$ cat src/rtl/demux_pkg.sv
// demux_pkg: shared types and constants for the round-robin demux sequencer.
// Rev 1.0
`default_nettype none

package demux_pkg;

    localparam int NUM_CH = 4;
    localparam int SEL_W  = 2;

    typedef enum logic [1:0] {
        IDLE  = 2'd0,
        GAP   = 2'd1,
        DWELL = 2'd2
    } state_t;

endpackage

`default_nettype wire

$ cat src/rtl/next_ch_pick.sv
// next_ch_pick: finds the next higher enabled channel above cur_i and the lowest enabled channel.
// Rev 1.0
`default_nettype none

module next_ch_pick
    import demux_pkg::*;
(
    input  logic [NUM_CH-1:0] mask_i,
    input  logic [SEL_W-1:0]  cur_i,
    output logic [SEL_W-1:0]  next_o,
    output logic [SEL_W-1:0]  low_o,
    output logic              wrap_o
);

    // Descending scan so the last hit is the lowest qualifying index.
    always_comb begin
        next_o = cur_i;
        low_o  = '0;
        wrap_o = 1'b1;
        for (int k = NUM_CH - 1; k >= 0; k--) begin
            if (mask_i[k]) begin
                low_o = SEL_W'(k);
                if (k > int'(cur_i)) begin
                    next_o = SEL_W'(k);
                    wrap_o = 1'b0;
                end
            end
        end
    end

endmodule

`default_nettype wire

$ cat src/rtl/demux_rr_sequencer.sv
// demux_rr_sequencer: round-robin scheduler driving a 1:4 demux with per-channel dwell and
// a break-before-make gap. Rev 1.0
`default_nettype none

module demux_rr_sequencer
    import demux_pkg::*;
#(
    parameter int DWELL_W    = 8,
    parameter int GAP_CYCLES = 1
) (
    input  logic               clk,
    input  logic               rst_n,
    input  logic               start,
    input  logic               stop,
    input  logic [NUM_CH-1:0]  ch_en,
    input  logic [DWELL_W-1:0] dwell,
    input  logic               data_in,
    output logic               In,
    output logic               S0,
    output logic               S1,
    output logic               busy,
    output logic               ch_valid,
    output logic               frame_done,
    output logic               err_cfg
);

    localparam int GAP_W = 4;

    state_t              state_q, state_d;
    logic [SEL_W-1:0]    sel_q, sel_d;
    logic [NUM_CH-1:0]   en_q, en_d;
    logic [DWELL_W-1:0]  dwell_q, dwell_d;
    logic [DWELL_W-1:0]  cnt_q, cnt_d;
    logic [GAP_W-1:0]    gap_q, gap_d;
    logic                stop_pend_q, stop_pend_d;
    logic                fd_q, fd_d;
    logic                err_q, err_d;

    logic [NUM_CH-1:0]   w_pick_mask;
    logic [SEL_W-1:0]    w_next, w_low;
    logic                w_wrap;

    // While idle the finder looks at the live mask so start can pick the first channel.
    assign w_pick_mask = (state_q == IDLE) ? ch_en : en_q;

    next_ch_pick u_pick (
        .mask_i (w_pick_mask),
        .cur_i  (sel_q),
        .next_o (w_next),
        .low_o  (w_low),
        .wrap_o (w_wrap)
    );

    always_comb begin
        state_d     = state_q;
        sel_d       = sel_q;
        en_d        = en_q;
        dwell_d     = dwell_q;
        cnt_d       = cnt_q;
        gap_d       = gap_q;
        stop_pend_d = stop_pend_q;
        err_d       = 1'b0;
        case (state_q)
            IDLE: begin
                if (start) begin
                    if ((ch_en != '0) && (dwell != '0)) begin
                        en_d        = ch_en;
                        dwell_d     = dwell;
                        sel_d       = w_low;
                        stop_pend_d = 1'b0;
                        gap_d       = GAP_W'(1);
                        state_d     = GAP;
                    end else begin
                        err_d = 1'b1;
                    end
                end
            end
            GAP: begin
                if (stop) stop_pend_d = 1'b1;
                if (gap_q == GAP_W'(GAP_CYCLES)) begin
                    gap_d   = '0;
                    cnt_d   = DWELL_W'(1);
                    state_d = DWELL;
                end else begin
                    gap_d = gap_q + GAP_W'(1);
                end
            end
            DWELL: begin
                if (stop) stop_pend_d = 1'b1;
                if (cnt_q == dwell_q) begin
                    cnt_d = '0;
                    if (!w_wrap) begin
                        sel_d   = w_next;
                        gap_d   = GAP_W'(1);
                        state_d = GAP;
                    end else if (stop_pend_q || stop) begin
                        sel_d       = '0;
                        stop_pend_d = 1'b0;
                        state_d     = IDLE;
                    end else begin
                        sel_d   = w_low;
                        gap_d   = GAP_W'(1);
                        state_d = GAP;
                    end
                end else begin
                    cnt_d = cnt_q + DWELL_W'(1);
                end
            end
            default: state_d = IDLE;
        endcase
        // Registered pulse: flag the coming cycle if it is the last dwell cycle of the top channel.
        fd_d = (state_d == DWELL) && (cnt_d == dwell_q) && w_wrap;
    end

    always_ff @(posedge clk or negedge rst_n) begin
        if (!rst_n) begin
            state_q     <= IDLE;
            sel_q       <= '0;
            en_q        <= '0;
            dwell_q     <= '0;
            cnt_q       <= '0;
            gap_q       <= '0;
            stop_pend_q <= 1'b0;
            fd_q        <= 1'b0;
            err_q       <= 1'b0;
        end else begin
            state_q     <= state_d;
            sel_q       <= sel_d;
            en_q        <= en_d;
            dwell_q     <= dwell_d;
            cnt_q       <= cnt_d;
            gap_q       <= gap_d;
            stop_pend_q <= stop_pend_d;
            fd_q        <= fd_d;
            err_q       <= err_d;
        end
    end

    assign In         = data_in & (state_q == DWELL);
    assign S1         = sel_q[1];
    assign S0         = sel_q[0];
    assign busy       = (state_q != IDLE);
    assign ch_valid   = (state_q == DWELL);
    assign frame_done = fd_q;
    assign err_cfg    = err_q;

endmodule

`default_nettype wire
$ cat config.mk
export PLATFORM = sky130hd
export DESIGN_NAME = demux_rr_sequencer
export DESIGN_NICKNAME = d
export VERILOG_FILES = /design/src/rtl/demux_pkg.sv /design/src/rtl/next_ch_pick.sv /design/src/rtl/demux_rr_sequencer.sv
export SDC_FILE = /design/constraint.sdc
export NUM_CORES = 1
export LEC_CHECK = 0
export CAP_MARGIN = 20
export CORE_MARGIN = 10
export CORE_UTILIZATION = 51
export DETAILED_ROUTE_END_ITERATION = 10
export GPL_ROUTABILITY_DRIVEN = 0
export PLACE_DENSITY_LB_ADDON = 0.2
export SYNTH_ARGS = -nofsm -noshare
export SYNTH_HDL_FRONTEND = slang
export SYNTH_SLANG_ARGS = --single-unit
$ cat constraint.sdc
create_clock -name clk -period 2.3 [get_ports clk]
set_input_delay 0.345 -clock clk [delete_from_list [all_inputs] [get_ports clk]]
set_output_delay 0.345 -clock clk [all_outputs]
set_load 0.1 [all_outputs]
==> metrics.md <==
| Metric | Value |
|---|---|
| Status | `finished clean` |
| WP data arrival | `2.46 ns` |
| Final Total Pwr | `3.630 mW` |
| Num CTS Buffers | `5` |
| Clock transition at path regs | `0.08 ns` |
| H-tree levels | `2` |
| Die Span Y | `85.00 um` |
| Final hold vios | `0` |
| Total number of vias | `2089` |
| Routed Antenna Nets | `0` |
| Clk pwr share | `0.119` |
| RSZ-0062 raised after global routing | `true` |
| Fin Clk Skew | `between 0.009 and 0.01 ns` |
| Fraction of power spent switching nets | `0.4648` |
| Largest net degree at the start of global routing | `32` |
| Net load switching power | `1.687 mW` |
| Via density | `5.986` |
| Tmin final | `2.248 ns` |
| Worst VDD drop | `896.3 uV` |
| Core Region | `4058 um^2` |
| Initial Utilization | `0.5310` |
| Main flop type after synthesis | `dfrtp_1` |
| Seq/Total Area, Yosys | `0.3600` |
| Comb pwr share | `0.634` |
| Drt total wl | `between 5000 and 6000 um` |
| Layout Cells excl Fill | `349` |
| Cell accounting for the most synthesized area | `dfrtp_1` |
| Crit-path max FO | `6` |
| Residual DRC | `0` |
| Flip-flop and latch count after synthesis | `31` |
| Diode count | `0` |
| Power per cell area | `~1200 nW/um^2` |
| Synth Warn # | `0` |
| Mapped Cells | `241` |
| Worst Setup End Kind | `register` |
| Final setup fails | `0` |
| Slew HR | `0.6008` |
| Die Area | `7224 um^2` |
| R2r worst-path depth | `6` |
| Post-synth top area share | `0.3600` |
| Root buf cell | `clkbuf_8` |
| Tot GR Track Use | `0.1583` |
| Post-synth EDFFs | `0` |
| Mapped cell area | `2155 um^2` |
| Slew Viols, Final | `0` |
| Seq pwr share | `0.248` |
| First DRT Iteration DRCs | `239` |
| Clock Latency Late Sink | `0.29 ns` |
| CTS Sinks | `31` |
| Vias in the first global route | `between 2000 and 2500` |
| IO buf count | `23` |
| Initial antenna violation count | `0` |
| DP HPWL | `4332 um` |
| Int Power | `1.943 mW` |
| Cts hold-fix bufs | `0` |
| TritonCTS clock tree | `done` |
| Maximum clock rate | `0.4449 GHz` |
| Top post-synthesis cells by area | `dfrtp_1, mux2_2, nand2_1, ha_1, a21oi_1` |
| Cell row count | `23` |
| Type of the worst min-delay path | `in2async` |
| Worst-Margin Slew | `between 0.5 and 0.6 ns` |
| First-pass GRT wire length | `approximately 9600 um` |
| Layout area overhead | `35.02%` |
| Die width | `85.00 um` |
| Total gr overflow | `0` |
| Flop2flop setup slack | `0.05 ns` |
| CP startpoint kind | `register` |
| Period utilization | `0.9774` |
| Synth async-reset ratio | `1.000` |
| Clock tree buffer depth | `2` |
| Synthesized net count | `about 270` |
| Lkg Pwr | `1.203 nW` |
| Distinct cells, synth | `between 50 and 60` |
| Synth cell count leaders | `dfrtp_1, nand2_1, a21oi_1, nor2_1` |
| Kind of critical path | `reg2reg` |
| Syn avg cell area | `~9 um^2` |
| Max Cap Viol | `0` |
| Wirelength per Cell | `17.03 um` |
| Top-count cell post-synth | `dfrtp_1` |
| Share of post-route cells with drive strength above 1 | `0.3177` |
| Final net count | `322` |
| Dpl cells | `338` |
| Worst endpoint required time | `approximately 2.5 ns` |
| Initial DRT Pass Iterations | `6` |
| # IOs | `24` |
## flip-flops by register name (all words and copies together), names as in the netlist
name / cells
err_cfg: 1
cnt_q: 8
sel_q: 2
dwell_q: 8
state_q: 2
gap_q: 4
stop_pend_q: 1
en_q: 4
frame_done: 1
## cell families after synthesis
family | share of synthesized area
compound gates | 0.2259
xor+xnor | 0.03601
fa+ha+maj | 0.04065
buf+inv | 0.06214
flops | 0.3600
mux | 0.08246
simple gates | 0.1928
## cells in the final DEF, fill, tap and decap left out, types with 4 or more instances in the layout
master            n
nand3_1           7
a21oi_1          15
o22ai_1           4
nand2_1          26
o31ai_1           4
dfrtp_1          29
o21ai_0          13
inv_1            10
o21a_1            4
clkbuf_8          5
nor2_1           16
ha_1              5
nand4_1           5
buf_4            44
mux2_2           11
xnor2_1           7
clkdlybuf4s50_1  16
nor2b_1           4
## repair_timing
item,CTS,global route
buffers inserted,0,3
endpoints found under the setup margin,2,5
pin swaps,0,12
gates resized for setup,2,19
hold endpoints to repair,0,0
## critical path: stages, from the launching register on
cell and delay [ns]:
dfrtp_1 0.46, xnor2_1 0.21, and4_1 0.40, o311ai_2 0.17, a211o_1 0.36, or4_1 0.47
o21ai_1 0.09
## per-layer routing
| layer | GRT usage | share of wire | vias up |
|---|---|---|---|
| met5 | 0 | 0 | - |
| met4 | 0.04042 | 0.015 | 0 |
| met3 | 0.05163 | 0.071 | 12 |
| met2 | 0.2425 | 0.46 | 85 |
| met1 | 0.2081 | 0.45 | 979 |
| li1 | - | - | 1013 |
## area by class of cell
cell class	instances	area [um^2]
flip-flops and latches	31	778.2
clock inverters	2	12.51
repair buffers	63	550.5
well taps	50	62.56
clock buffers	6	72.57
inverters	13	56.30
multi-input cells	184	1376
fillers	311	1149
## power by group through the flow
stage          combinational (mW)  clock, mW  sequential, mW
2_1_floorplan                1.21          0            1.00
3_3_place_gp                 2.04          0           0.893
3_5_place_dp                 2.06          0           0.896
4_1_cts                      2.09      0.438           0.887
5_1_grt                      2.48      0.466           0.924
6_report                     2.30      0.431           0.899
## per-stage QoR
step                setup slack (ns)    util  cell area, um^2  hold slack [ns]   TNS [ns]
floorplan                    0.04419       -             2168          0.04941          0
global placement           -0.006358  0.6590             2674           0.4992  -0.006358
detailed placement          -0.05093  0.6590             2674           0.4959   -0.08008
CTS                          0.03798  0.6821             2768           0.4636          0
global route                -0.02452  0.7169             2909           0.4868   -0.04413
finish                       0.05207  0.7169             2909           0.4485          0
## final timing paths
path / startpoint / endpoint
worst min register to register: en_q[0]$_DFFE_PN0P_ / en_q[0]$_DFFE_PN0P_
worst min-delay path: rst_n / cnt_q[4]$_DFF_PN0_
min in group clk: en_q[0]$_DFFE_PN0P_ / en_q[0]$_DFFE_PN0P_
worst max-delay path: cnt_q[7]$_DFF_PN0_ / gap_q[3]$_DFFE_PN0P_
max in group asynchronous: rst_n / sel_q[0]$_DFFE_PN0P_
worst max register to register: cnt_q[7]$_DFF_PN0_ / gap_q[3]$_DFFE_PN0P_
No activity file was read; power rests on OpenSTA's default activity.
